## src/rtl/gene_net_pkg.sv

```systemverilog
// Shared types for the gene-network attractor scanner: FSM states, period
// codes and the packed result payload reported to the consumer.
package gene_net_pkg;

  localparam int unsigned XW     = 8;  // gene-network state width
  localparam int unsigned CNT_W  = 5;  // step counter width
  localparam int unsigned PER_W  = 2;  // period code width
  localparam int unsigned DEPTH_W = 2; // history depth counter width

  typedef enum logic [2:0] {
    ST_IDLE   = 3'd0,
    ST_LOAD   = 3'd1,
    ST_RUN    = 3'd2,
    ST_REPORT = 3'd3,
    ST_DONE   = 3'd4
  } state_e;

  typedef enum logic [PER_W-1:0] {
    P_NONE   = 2'd0,
    P_FIXED  = 2'd1,
    P_CYCLE2 = 2'd2
  } period_e;

  typedef struct packed {
    logic [XW-1:0]    init;
    period_e          period;
    logic [CNT_W-1:0] steps;
  } result_t;

  // Period code from the detector hits; fixed point outranks a 2-cycle.
  function automatic period_e classify(input logic hit1, input logic hit2);
    if (hit1)      return P_FIXED;
    else if (hit2) return P_CYCLE2;
    else           return P_NONE;
  endfunction

endpackage

```

## src/rtl/attractor_scan_ctrl_if.sv

```systemverilog
// Bus between the scan controller and its host/network.
//   master : host side (drives start/abort/x/res_ready)
//   slave  : controller side (drives init_val/load/step/results/status)
interface attractor_scan_ctrl_if;
  import gene_net_pkg::*;

  logic             start;
  logic             abort;
  logic [XW-1:0]    x;
  logic             res_ready;
  logic [XW-1:0]    init_val;
  logic             load;
  logic             step;
  logic             res_valid;
  logic [XW-1:0]    res_init;
  logic [PER_W-1:0] res_period;
  logic [CNT_W-1:0] res_steps;
  logic             busy;
  logic             done;

  modport master (
    output start, abort, x, res_ready,
    input  init_val, load, step, res_valid, res_init, res_period,
           res_steps, busy, done
  );

  modport slave (
    input  start, abort, x, res_ready,
    output init_val, load, step, res_valid, res_init, res_period,
           res_steps, busy, done
  );

endinterface

```

## src/rtl/attractor_detect.sv

```systemverilog
// Two-deep history of visited network states with compare logic.
//   x     : current network state
//   shift : push x into history (h2 <= h1, h1 <= x)
//   clear : empty the history (outranks shift)
//   hit1  : x equals the previous state (fixed point)
//   hit2  : x equals the state two steps back (2-cycle)
module attractor_detect
  import gene_net_pkg::*;
(
  input  logic          clk,
  input  logic          rst_n,
  input  logic [XW-1:0] x,
  input  logic          shift,
  input  logic          clear,
  output logic          hit1,
  output logic          hit2
);

  logic [XW-1:0]      h1_q, h1_d;
  logic [XW-1:0]      h2_q, h2_d;
  logic [DEPTH_W-1:0] depth_q, depth_d;

  // History update; depth saturates at two valid entries.
  always_comb begin
    h1_d    = h1_q;
    h2_d    = h2_q;
    depth_d = depth_q;
    if (clear) begin
      h1_d    = '0;
      h2_d    = '0;
      depth_d = '0;
    end else if (shift) begin
      h2_d = h1_q;
      h1_d = x;
      if (depth_q != DEPTH_W'(2)) depth_d = depth_q + DEPTH_W'(1);
    end
  end

  always_ff @(posedge clk or negedge rst_n) begin
    if (!rst_n) begin
      h1_q    <= '0;
      h2_q    <= '0;
      depth_q <= '0;
    end else begin
      h1_q    <= h1_d;
      h2_q    <= h2_d;
      depth_q <= depth_d;
    end
  end

  // Only valid history entries may produce a hit.
  assign hit1 = (depth_q != DEPTH_W'(0)) && (x == h1_q);
  assign hit2 = (depth_q == DEPTH_W'(2)) && (x == h2_q);

endmodule

```

## src/rtl/attractor_scan_ctrl.sv

```systemverilog
// Attractor scan controller: loads every initial state 0..LAST_INIT into a
// gene network, steps it until a fixed point, a 2-cycle or the step budget
// is reached, and reports one result per initial state with valid/ready.
//   clk, rst_n     : clock, async active-low reset
//   bus (slave)    : start/abort control, network x/init_val/load/step,
//                    result res_valid/res_ready/res_init/res_period/res_steps,
//                    status busy/done
// step is decided in the same cycle from x (the network advances on the
// edge where step is high), so it is a combinational decode of the detector.
module attractor_scan_ctrl
  import gene_net_pkg::*;
#(
  parameter int unsigned   MAX_STEPS = 16,
  parameter logic [XW-1:0] LAST_INIT = 8'hFF
) (
  input  logic                clk,
  input  logic                rst_n,
  attractor_scan_ctrl_if.slave bus
);

  localparam logic [CNT_W-1:0] MAX_CNT = CNT_W'(MAX_STEPS);

  state_e           state_q, state_d;
  logic [XW-1:0]    init_q, init_d;
  logic [CNT_W-1:0] cnt_q, cnt_d;
  result_t          res_q, res_d;

  logic step_c;
  logic shift_c;
  logic clear_c;
  logic hit1;
  logic hit2;

  attractor_detect u_detect (
    .clk   (clk),
    .rst_n (rst_n),
    .x     (bus.x),
    .shift (shift_c),
    .clear (clear_c),
    .hit1  (hit1),
    .hit2  (hit2)
  );

  // Next-state, counters, result capture and the step decision.
  always_comb begin
    state_d = state_q;
    init_d  = init_q;
    cnt_d   = cnt_q;
    res_d   = res_q;
    step_c  = 1'b0;
    shift_c = 1'b0;
    clear_c = 1'b0;

    if (bus.abort) begin
      state_d = ST_IDLE;
      clear_c = 1'b1;
    end else begin
      case (state_q)
        ST_IDLE, ST_DONE: begin
          if (bus.start) begin
            state_d = ST_LOAD;
            init_d  = '0;
            cnt_d   = '0;
            clear_c = 1'b1;
          end
        end
        ST_LOAD: begin
          // History is emptied here so the first RUN cycle cannot hit.
          state_d = ST_RUN;
          cnt_d   = '0;
          clear_c = 1'b1;
        end
        ST_RUN: begin
          if (hit1 || hit2 || (cnt_q == MAX_CNT)) begin
            res_d.init   = init_q;
            res_d.period = classify(hit1, hit2);
            res_d.steps  = cnt_q;
            state_d      = ST_REPORT;
          end else begin
            step_c  = 1'b1;
            shift_c = 1'b1;
            cnt_d   = cnt_q + CNT_W'(1);
          end
        end
        ST_REPORT: begin
          if (bus.res_ready) begin
            if (init_q == LAST_INIT) begin
              state_d = ST_DONE;
            end else begin
              init_d  = init_q + XW'(1);
              state_d = ST_LOAD;
            end
          end
        end
        default: state_d = ST_IDLE;
      endcase
    end
  end

  always_ff @(posedge clk or negedge rst_n) begin
    if (!rst_n) begin
      state_q <= ST_IDLE;
      init_q  <= '0;
      cnt_q   <= '0;
      res_q   <= '0;
    end else begin
      state_q <= state_d;
      init_q  <= init_d;
      cnt_q   <= cnt_d;
      res_q   <= res_d;
    end
  end

  assign bus.init_val   = init_q;
  assign bus.load       = (state_q == ST_LOAD);
  assign bus.step       = step_c;
  assign bus.res_valid  = (state_q == ST_REPORT);
  assign bus.res_init   = res_q.init;
  assign bus.res_period = res_q.period;
  assign bus.res_steps  = res_q.steps;
  assign bus.busy       = (state_q != ST_IDLE) && (state_q != ST_DONE);
  assign bus.done       = (state_q == ST_DONE);

endmodule

```

## src/flat_wrapper.sv

```systemverilog
// flat-port wrapper written by rule: the top's interface ports become plain ports
module attractor_scan_ctrl_flat import gene_net_pkg::*;
#(
  parameter int unsigned   MAX_STEPS = 16,
  parameter logic [XW-1:0] LAST_INIT = 8'hFF
)
  (clk, rst_n, bus_start, bus_abort, bus_x, bus_res_ready, bus_init_val, bus_load, bus_step, bus_res_valid, bus_res_init, bus_res_period, bus_res_steps, bus_busy, bus_done);
  attractor_scan_ctrl_if bus_i ();
  input  logic clk;
  input  logic rst_n;
  input wire logic [$bits(bus_i.start)-1:0] bus_start;
  input wire logic [$bits(bus_i.abort)-1:0] bus_abort;
  input wire logic [$bits(bus_i.x)-1:0] bus_x;
  input wire logic [$bits(bus_i.res_ready)-1:0] bus_res_ready;
  output wire logic [$bits(bus_i.init_val)-1:0] bus_init_val;
  output wire logic [$bits(bus_i.load)-1:0] bus_load;
  output wire logic [$bits(bus_i.step)-1:0] bus_step;
  output wire logic [$bits(bus_i.res_valid)-1:0] bus_res_valid;
  output wire logic [$bits(bus_i.res_init)-1:0] bus_res_init;
  output wire logic [$bits(bus_i.res_period)-1:0] bus_res_period;
  output wire logic [$bits(bus_i.res_steps)-1:0] bus_res_steps;
  output wire logic [$bits(bus_i.busy)-1:0] bus_busy;
  output wire logic [$bits(bus_i.done)-1:0] bus_done;
  assign bus_i.start = bus_start;
  assign bus_i.abort = bus_abort;
  assign bus_i.x = bus_x;
  assign bus_i.res_ready = bus_res_ready;
  assign bus_init_val = bus_i.init_val;
  assign bus_load = bus_i.load;
  assign bus_step = bus_i.step;
  assign bus_res_valid = bus_i.res_valid;
  assign bus_res_init = bus_i.res_init;
  assign bus_res_period = bus_i.res_period;
  assign bus_res_steps = bus_i.res_steps;
  assign bus_busy = bus_i.busy;
  assign bus_done = bus_i.done;
  attractor_scan_ctrl #(.MAX_STEPS(MAX_STEPS), .LAST_INIT(LAST_INIT)) u_core (.clk(clk), .rst_n(rst_n), .bus(bus_i));
endmodule
```

## config.mk

```make
export PLATFORM = sky130hd
export DESIGN_NAME = attractor_scan_ctrl_flat
export DESIGN_NICKNAME = d
export VERILOG_FILES = /design/src/rtl/gene_net_pkg.sv /design/src/rtl/attractor_scan_ctrl_if.sv /design/src/rtl/attractor_detect.sv /design/src/rtl/attractor_scan_ctrl.sv /design/src/flat_wrapper.sv
export SDC_FILE = /design/constraint.sdc
export NUM_CORES = 1
export LEC_CHECK = 0
export ABC_AREA = 1
export CAP_MARGIN = 10
export CELL_PAD_IN_SITES_DETAIL_PLACEMENT = 1
export CELL_PAD_IN_SITES_GLOBAL_PLACEMENT = 1
export CORE_ASPECT_RATIO = 0.6
export CORE_MARGIN = 2
export CORE_UTILIZATION = 40
export CTS_CLUSTER_DIAMETER = 100
export DETAILED_ROUTE_END_ITERATION = 12
export PLACE_DENSITY_LB_ADDON = 0.1
export SLEW_MARGIN = 20
export SYNTH_ARGS = -nofsm -noshare
export SYNTH_HDL_FRONTEND = slang
export SYNTH_SLANG_ARGS = --single-unit
```

## constraint.sdc

```tcl
create_clock -name clk -period 2.1 [get_ports clk]
set_input_delay 0.42 -clock clk [delete_from_list [all_inputs] [get_ports clk]]
set_output_delay 0.42 -clock clk [all_outputs]
set_load 0.02 [all_outputs]
```

Word-level counts from Yosys, hierarchy flattened
Cells that the tools add are included.
{"block": "totals", "ff_bits": 49, "latchBits": 0, "ram_bits": 0, "mem_bits_ro": 0, "out_inout_bits": 28, "n_memories": 0}
{"block": "classes", "n_addsub": 3, "mul": 0, "div_mod_pow": 0, "order_cmp": 0, "n_eq_ne": 18, "n_shift": 0, "mux": 28, "n_bitwise": 1, "reduce_logical": 18}
{"cell": "8-bit 2-to-1 mux", "count": 7}
{"cell": "8-bit == test", "count": 2}
{"cell": "8-bit one-hot mux with 2 select lines", "count": 1}
{"cell": "3-bit 2-to-1 mux", "count": 5}
{"cell": "5-bit one-hot mux with 3 select lines", "count": 1}
{"cell": "3-bit one-hot mux with 4 select lines", "count": 1}
{"cell": "2-bit 2-to-1 mux", "count": 5}
{"cell": "5-bit 2-to-1 mux", "count": 2}
{"cell": "2-bit inequality test (second input constant)", "count": 5}
{"cell": "3-bit inequality test (second input constant)", "count": 3}
{"cell": "8-bit by 1-bit adder with 8-bit output (second input constant)", "count": 1}
{"cell": "8-bit == test (second input constant)", "count": 1}
{"cell": "2-bit nonzero test", "count": 4}
{"cell": "3-bit by 2-bit == test with 1-bit output (second input constant)", "count": 2}
{"cell": "3-bit AND reduction", "count": 2}
{"cell": "3-bit nonzero test", "count": 2}
{"cell": "5-bit by 1-bit adder with 5-bit output (second input constant)", "count": 1}
{"cell": "5-bit == test (second input constant)", "count": 1}
{"cell": "1-bit 2-to-1 mux", "count": 5}
{"cell": "5-bit AND reduction", "count": 1}
{"cell": "4-bit AND reduction", "count": 1}
{"cell": "3-bit by 1-bit == test with 1-bit output (second input constant)", "count": 1}
{"cell": "3-bit == test (second input constant)", "count": 1}
{"cell": "1-bit logical AND", "count": 3}
{"cell": "9 further kinds", "count": 10}

Depth between registers and ports, before layout
Gate-level depths: netlist of run 1.
{"block": "logic_depth", "ltp_word": 9, "depth_mapped": 12}

By module
A second synthesis of run 1 with hierarchy kept.
{"block": "unflattened", "cells_unflattened": 342, "area_unflattened_um2": 2771.4}
{"mod": "attractor_scan_ctrl", "instances": 1, "cells_per_inst": 214, "area_each_um2": 1767.9, "seq_area_each_um2": 775.7}
{"mod": "attractor_detect", "instances": 1, "cells_per_inst": 128, "area_each_um2": 1003.5, "seq_area_each_um2": 450.4}

Worst setup path after synthesis of run 1
OpenSTA, ideal clock, no wires.
{"block": "synth_path", "path_kind": "reg2out", "from": "register u_core.u_detect.depth_q[0]", "to": "output port bus_step", "arrival_ps": 1345, "t_required_ps": 1680, "setup_slack_ps": 335, "stages_incl_launch_ff": 10, "path_buffers": 0, "cell_sequence": "dfrtp_1 inv_1 ha_1 inv_1 a21oi_1 nand2_1 nor2_1 nand3_2 nand3_4 inv_2"}
{"block": "synth_between", "elab_chain_len": 7}
{"item": "start, declared", "line": "attractor_detect.sv:21", "source": "logic [DEPTH_W-1:0] depth_q, depth_d;"}
{"item": "start signal, assigned", "line": "attractor_detect.sv:47", "source": "depth_q <= depth_d;"}
{"item": "2-bit == test or 2-bit nonzero test (tied branches)", "line": "attractor_detect.sv:53, attractor_detect.sv:52"}
{"item": "1-bit logical AND, on equally long branches", "line": "attractor_detect.sv:53, attractor_detect.sv:52"}
{"item": "1-bit logical OR * (2 in a row)", "line": "attractor_scan_ctrl.sv:74", "source": "if (hit1 || hit2 || (cnt_q == MAX_CNT)) begin"}
{"item": "1-bit 2-to-1 mux *", "line": "attractor_scan_ctrl.sv:74"}
{"item": "1-bit 2-to-1 mux *", "line": "attractor_scan_ctrl.sv:58", "source": "case (state_q)"}
{"item": "1-bit 2-to-1 mux *", "line": "attractor_scan_ctrl.sv:54", "source": "if (bus.abort) begin"}
{"item": "end, declared", "line": "flat_wrapper.sv:17", "source": "output wire logic [$bits(bus_i.step)-1:0] bus_step;"}
Every way passes the cells marked *; elsewhere a longest branch is shown, timed or not.

Worst setup path in the final report of run 1
{"block": "layout_path", "from": "register u_core.u_detect.depth_q[1]", "to": "output port bus_step"}
Same word-level chain as after synthesis.

==> metrics.md, run 1 <==
| Metric | Value |
|---|---|
| Pin count of the biggest net entering global routing | 50 |
| Worst r2r src | u_core.u_detect.depth_q[1] |
| Worst setup EP type | output port |
| Post-route ant nets | 0 |
| Vias in the first global route | 2465 |
| Highest cell delay on the worst timing path | 440 ps |
| CTS tree | done |
| Synth top cells by count | 121 x nand2_1, 49 x dfrtp_1, 38 x inv_1, 26 x nand3_1, 24 x nor2_1 |
| Final setup skew | 8.58 ps |
| Die height | 68.2 um |
| Hold Slack | about 110 ps |
| Yosys Warn Count | 0 |
| Layout Nets | 439 |
| Port Buf Inserts | 40 |
| Most frequent cell after synthesis | nand2_1 |
| Detailed-route via count | 2474 |
| Antenna violations before repair | 0 |
| Synth area leader | dfrtp_1 |
| Die area | around 0.0076 mm^2 |
| P per Cell Area | 789 mW/mm^2 |
| Pre-antenna DRT Iters | 4 |
| Clk slew on worst S/H paths | 70 ps |
| Critical Path AT | 1660 ps |
| Gate Count Post-Synth | around 350 |
| Fillers | 831 |
| Mean Syn Cell Area | ~7.8 um^2 |
| Avg WL per Cell | 15.0 um |
| Fmax | approximately 480 MHz |
| Final hold violation count | 0 |
| Peak VDD IR | 0.000456 V |
| Async set or reset register ratio after synthesis | 100% |
| Crit-path slowest cell | dfrtp_1 |
| Crit-path cells | inv_1 -> ha_2 -> a21oi_2 -> nand3_2 -> nor2_4 -> nor2_4 -> nand3_4 -> inv_2 -> buf_6 |
| FF-to-FF End | u_core.state_q[0] |
| Initial detailed-routing violation count | 82 |
| RSZ-0062 raised after global routing | yes |
| RePlAce Congestion | 0.851 |
| Setup TNS | 0 ps |
| Lkg Pwr | 1.76 nW |
| Skew-Pair Late Insertion Delay | 290 ps |
| Initial Utilization | 41.3% |
| CTS sink cnt | 49 |
| Top-area cell type share of the netlist area | approximately 45% |
| Share of layout cells above drive strength 1 | 19.9% |
| FF-to-FF path depth | 10 |
| CTS Buf Count | 5 |
| Syn nets | 372 |
| Max Cap Viol | 0 |
| Sequential share of the synthesized area | 44.7% |
| Slew margin rel. | between 60% and 70% |
| # DRC | 0 |
| I/O pin count | 41 |
| Least-Margin Pin Slew | roughly 460 ps |
| Seq. cell area | roughly 0.0012 mm^2 |
| Cell variety after synth | 32 |
| Area grow syn2layout | 32.5% |
| Core area | 0.00665 mm^2 |
| GR Overflow Total | 0 |
| Worst Hold Class | in2async |
| Crit path kind | reg2out |
| Final Cycle Share | 99.2% |
| Row cnt | 23 |
| Synth top area cells | dfrtp_1 45%, nand2_1 17%, inv_1 5.2% |
| Final Critical Period | 2080 ps |
| Root buffer cell | clkbuf_16 |
| Crit path buf inv count | 3 |
| Run status | complete, no violations |
| Post-DP HPWL | around 5.5 mm |
| Global-route usage over all layers | 21.5% |
| N_diodes | 0 |
| First-pass GRT wire length | 12.5 mm |
| Worst reg2reg setup slack | 160 ps |
| H-tree depth | 2 |
| Most frequent CP cell | nor2_4 |
| Synth Register Bits | 49 |
| Mapped cell area | around 0.0027 mm^2 |
| Clock tree buffer depth | 2 |
| Finish-stage setup viols | 0 |
| Die Width | 111 um |
| Dominant synthesized flop cell | dfrtp_1 |
| Top delay family on crit path | flip-flops |
| Post-Route WL | about 7.6 mm |
| Post-synth EDFFs | 0 |
| Worst setup SP type | flop |
| WP data required | 1680 ps |
| Critical Path Fanout Max | 3 |
| Multi-input gate area | around 0.0013 mm^2 |
| Slew Limit Fails | 0 |
| Number of vias per cell | roughly 4.9 |
-- sequential cells by signal, summed over array words and instances, names as in the netlist --
name / count
u_core.bus.init_val: 8
u_core.cnt_q: 5
u_core.u_detect.h1_q: 8
u_core.u_detect.depth_q: 2
u_core.bus.res_period: 2
u_core.bus.res_init: 8
u_core.state_q: 3
u_core.bus.res_steps: 5
u_core.u_detect.h2_q: 8
-- logic make-up after synthesis --
kind of cell	count (synthesis)	synth area share [%]
compound gates	35	8.11
xor+xnor	7	2.23
fa+ha+maj	5	2.28
buf+inv	54	8.66
flops	49	44.7
simple gates	204	34.0
-- cell usage in the layout, fill, tap and decap left out, types with 4 or more instances in the layout --
cell	instances
xor2_1	4
a21oi_1	4
inv_2	10
clkdlybuf4s50_1	26
nor2_2	5
buf_4	26
nand4_1	8
nand3_1	25
o21ai_0	4
clkbuf_16	5
nor2_4	5
dfrtp_1	49
o21ai_2	10
o21ai_1	13
nand3_2	4
nor2_1	23
nand2_1	120
nor3_1	4
dlygate4sd2_1	9
inv_1	36
-- timing repair --
item,4_1_cts,5_1_grt
gates cloned,0,0
pin swaps,2,7
endpoints found under the setup margin,9,29
setup buffers,1,0
hold buffers,0,0
gates resized for setup,17,18
-- worst max-delay path by stage --
stage,startpoint,endpoint,depth (start not counted)
after floorplan,u_core.u_detect.depth_q[0],bus_step,9
after global placement,bus_x[4],bus_step,10
after detailed placement,bus_x[4],bus_step,10
after CTS,bus_x[3],bus_step,11
after global routing,u_core.u_detect.depth_q[0],bus_step,10
final,u_core.u_detect.depth_q[1],bus_step,9
-- through the flow --
step	instance area, um^2	power (mW)	instances	util [%]	setup slack (ps)
2_1_floorplan	2750	1.55	354	-	335
4_1_cts	3580	2.88	509	53.8	-56.7
6_report	3640	2.87	509	54.7	17.7
3_5_place_dp	3400	1.92	500	51.1	-552
3_3_place_gp	3400	1.90	500	51.1	-507
5_1_grt	3640	3.03	509	54.7	-109
-- report_power, final --
group / total (mW) / leakage, nW / switching [mW] / internal (mW)
clock: 0.956 / 0.0841 / 0.360 / 0.596
combinational: 0.881 / 0.995 / 0.561 / 0.320
sequential: 1.04 / 0.679 / 0.0372 / 0.998
total: 2.87 / 1.76 / 0.958 / 1.91
-- per-layer routing --
metal  global-route usage (%)  up-vias  wire length [um]
met4                     3.75        0                39
met1                     32.6     1175              4180
li1                         -     1255                 -
met2                     31.7       40              3120
met5                        0        -                 0
met3                     4.61        4               281
-- layout make-up --
cell class	instances	area share [%]
sequential	49	33.7
timing repair buffer	67	16.7
tap	87	2.99
multi-input combinational	251	36.9
clock buffer	7	3.92
inverter	47	4.99
clock inverter	1	0.825
Note: power is estimated with default switching activity, not from simulation.
==> inputs of run 2 (changes only) <==
--- a/config.mk
+++ b/config.mk
@@ -18,4 +18,5 @@
 export SLEW_MARGIN = 20
 export SYNTH_ARGS = -nofsm -noshare
 export SYNTH_HDL_FRONTEND = slang
+export SYNTH_HIERARCHICAL = 1
 export SYNTH_SLANG_ARGS = --single-unit
==> run 2 against run 1 <==
- the flow now finishes with violations (setup timing)
- worst setup slack got worse by 38 ps
- total power rose by 2.7%
- synthesized area increased by 0.96%
- routed wire length grew 7.2%
- register-to-register slack lost 120 ps
- flip-flop and latch count is the same
- clock-buffer cell count did not move
- critical path depth unchanged
- non-clock buffer count grew 20
- critical endpoint unchanged
==> metrics.md, run 2 <==
| Metric | Value |
|---|---|
| Final instance area | 0.00379 mm^2 (+4.3%) |
| P per Cell Area | 778 mW/mm^2 (-1.5%) |
| CTS Buf Count | 5 (unchanged) |
| Number of vias per cell | 4.93 (+1.4%) |
| Slew margin rel. | 65.9% (-3.1 points) |
| Highest cell delay on the worst timing path | 420 ps (-20 ps) |
| Final setup skew | 4.16 ps (-4.41 ps) |
| Core area | 0.00668 mm^2 (+0.43%) |
| CTS sink cnt | 49 (unchanged) |
| Setup Slack @ Placement | -636 ps (-83.6 ps) |
| First-pass GRT wire length | 12.9 mm (+3.9%) |
| Row cnt | 23 (unchanged) |
| Clock tree buffer depth | 2 (unchanged) |
| Synth area leader | dfrtp_1 |
| Crit path kind | reg2out |
| GR Util met3 | 4.07% (-0.53 points) |
| Crit path capture | bus_step |
| Peak VDD IR | 0.000528 V (+16%) |
| Worst Hold Class | in2async |
| Crit-path cells | inv_2 -> ha_4 -> a21oi_2 -> nand3_1 -> nor2_2 -> nor2_2 -> nand3_2 -> nor2_4 -> buf_6 |
| Lkg Pwr | 1.84 nW (+4.5%) |
| Post-Route WL | 8.17 mm (+7.2%) |
| Die height | 68.5 um (+0.45%) |
| Share of layout cells above drive strength 1 | 27.5% (+7.6 points) |
| Mapped cell area | 0.00277 mm^2 (+0.96%) |
| Placed cell count | 501 (+0.20%) |
| FF-to-FF End | u_core/bus.res_period[1] |
| Most frequent CP cell | nor2_2 |
| Die area | 0.00763 mm^2 (+0.91%) |
| # hold bufs at CTS | 0 (unchanged) |
| Final hold violation count | 0 (unchanged) |
| Layout Nets | 447 (+1.8%) |
| Cell variety after synth | 31 (-3.1%) |
| Initial Utilization | 41.5% (+0.22 points) |
| Synth top cells by count | 102 x nand2_1, 50 x inv_1, 49 x dfrtp_1, 25 x nand3_1, 23 x nor2_1 |
| N_diodes | 0 (unchanged) |
| Fmax | 472 MHz (-1.8%) |
| Worst reg2reg setup slack | 40 ps (-120 ps) |
| Synth top area cells | dfrtp_1 44%, nand2_1 14%, inv_1 6.8% |
| Gate Count Post-Synth | 342 (-3.4%) |
| Dominant synthesized flop cell | dfrtp_1 |
| CTS tree | done |
| Crit path buf inv count | 2 (-1) |
| Top delay family on crit path | simple AND/OR/NAND/NOR gates |
| Mean Syn Cell Area | 8.10 um^2 (+4.5%) |
| Area grow syn2layout | 36.9% |
| Vias in the first global route | 2555 (+3.7%) |
| GR Overflow Total | 0 (unchanged) |
| Top-area cell type share of the netlist area | 44.2% (-0.42 points) |
| Clk slew on worst S/H paths | 60 ps (about the same) |
| Worst setup margin | -20.1 ps (-37.8 ps) |
| Pre-antenna DRT Iters | 4 (unchanged) |
| Run status | complete, but fails checks |
| Post-route ant nets | 0 (unchanged) |
| Stages on the worst setup path | 9 (unchanged) |
| Die Width | 111 um (+0.46%) |
| Max Cap Viol | 0 (unchanged) |
| Finish-stage setup viols | 1 (+1) |
| Crit-path slowest cell | dfrtp_1 |
| Final core occ | 56.8% (+2.1 points) |
| Fillers | 839 (+0.96%) |
| RePlAce Congestion | 0.844 (-0.82%) |
| Worst r2r src | u_core/u_detect/depth_q[1] |
| Slew Limit Fails | 0 (unchanged) |
| Port Buf Inserts | 40 (unchanged) |
| Pwr Total | 2.95 mW (+2.7%) |
| Worst setup SP type | flop |
| Post-DP HPWL | 5.98 mm (+8.6%) |
| Yosys Warn Count | 6 (+6) |
| Critical Path AT | 1700 ps (+40 ps) |
| Most common cell after layout, fill and taps aside | nand2_1 |
| # DRC | 0 (unchanged) |
| Worst setup EP type | output port |
| I/O pin count | 41 (unchanged) |
| H-tree depth | 2 (unchanged) |
| Worst Setup SP | u_core/u_detect/depth_q[1] |
| Commonest cells after routing, fill and taps aside | 101 x nand2_1, 49 x dfrtp_1, 44 x inv_1, 44 x buf_4, 28 x clkdlybuf4s50_1 |
| WP data required | 1680 ps (about the same) |
| GR Layer Usage met1 | 33.2% (+0.59 points) |
| Met2 Usage GRT | 33.5% (+1.8 points) |
| Most frequent cell after synthesis | nand2_1 |
| Final Cycle Share | 101% (+1.8 points) |
| Final Critical Period | 2120 ps (+37.8 ps) |
| Antenna violations before repair | 0 (unchanged) |
| Skew-Pair Late Insertion Delay | 290 ps (about the same) |
| Synth Register Bits | 49 (unchanged) |
| Avg WL per Cell | 15.8 um (+5.7%) |
| Violated checks | setup timing |
| Critical Path Fanout Max | 2 (-1) |
| Initial detailed-routing violation count | 65 (-21%) |
| Placement Cell Area | 0.00353 mm^2 (+4.1%) |
| Detailed-route via count | 2543 (+2.8%) |
| Post-synth EDFFs | 0 (unchanged) |
| Async set or reset register ratio after synthesis | 100% (unchanged) |
| Sequential share of the synthesized area | 44.2% (-0.42 points) |
| Global-route usage over all layers | 22.0% (+0.56 points) |
| Final std cells w/o fill | 516 (+1.4%) |
| RSZ-0062 raised after global routing | yes |
| Least-Margin Pin Slew | 512 ps (+49.5 ps) |
| Root buffer cell | clkbuf_16 |
| Syn nets | 360 (-3.2%) |
| Pin count of the biggest net entering global routing | 33 (-34%) |
| FF-to-FF path depth | 15 (+5) |
| GR peak layer | met2 |
-- run 2: cell types whose count changed in the layout (fill, tap and decap cells not counted), sizes merged, moves of 3 or more --
| cell | change |
|---|---|
| nor2 | -4 |
| inv | +7 |
| nor3 | -4 |
| a21oi | -3 |
| nand2 | -15 |
| nand4 | -6 |
| buf | +20 |
| xor2 | -3 |
| o22ai | +12 |
-- run 2: timing repair --
item                       4_1_cts  5_1_grt
setup buffers                    7        1
pin swaps                        8        4
setup endpoints to repair       20       17
resized for setup               26       12
-- run 2: worst register-to-register path, stage by stage, from the launching register on --
cell and delay [ps]:
dfrtp_1 430, ha_4 180, inv_2 60, a21oi_2 30, nand3b_1 100, nor2_2 60
buf_4 130, buf_4 120, buf_4 120, buf_4 120, buf_4 120, buf_4 120
buf_4 120, buf_4 120, nand3_2 80, nand2_1 60
-- run 2: how the worst min path moves through the flow --
stage / slack [ps] / end / start / depth (start not counted)
3_3_place_gp: 410 / u_core/u_detect/h2_q[6] / rst_n / 1
2_1_floorplan: 120 / u_core/bus.init_val[0] / rst_n / 0
3_5_place_dp: 410 / u_core/u_detect/h2_q[6] / rst_n / 1
6_report: 100 / u_core/u_detect/h2_q[6] / rst_n / 1
4_1_cts: 100 / u_core/u_detect/h2_q[6] / rst_n / 1
5_1_grt: 120 / u_core/u_detect/h2_q[6] / rst_n / 1
-- run 2: layout make-up --
type                    instances  area (um^2)  area share, %
flip-flops and latches         49         1230           32.3
repair buffers                 87          778           20.5
clock buffers                   7          143           3.76
well taps                      87          109           2.87
inverters                      54          205           5.41
multi-input cells             232         1330           35.1
-- run 2: cell families (layout without fill, tap and decap cells) --
kind of cell | after synthesis | count (layout) | share of synthesized area (%)
and+or+nand+nor | 175 | 175 | 29.2
buffers and inverters | 61 | 148 | 10.0
DFF | 49 | 49 | 44.2
AOI/OAI and AO/OA | 48 | 48 | 13.0
adders and majority gates | 5 | 5 | 2.26
xor gates and xnor gates | 4 | 4 | 1.26
-- run 2: routing by layer --
layer | up-vias | wire length [um]
met4 | 0 | 46
li1 | 1260 | -
met1 | 1249 | 4400
met3 | 5 | 180
met2 | 29 | 3540
met5 | - | 0
-- run 2: where the power goes --
group          switching (mW)  total [mW]  internal [mW]
Clock                   0.340       0.808          0.469
Combinational           0.670        1.08          0.411
Sequential             0.0528        1.06           1.01
Total                    1.06        2.95           1.89
-- run 2: through the flow --
step | hold slack (ps) | setup TNS [ps]
6_report | 97.5 | -20.1
5_1_grt | 117 | -131
4_1_cts | 105 | -1.12
3_5_place_dp | 413 | -11430
3_3_place_gp | 415 | -8550
2_1_floorplan | 124 | 0
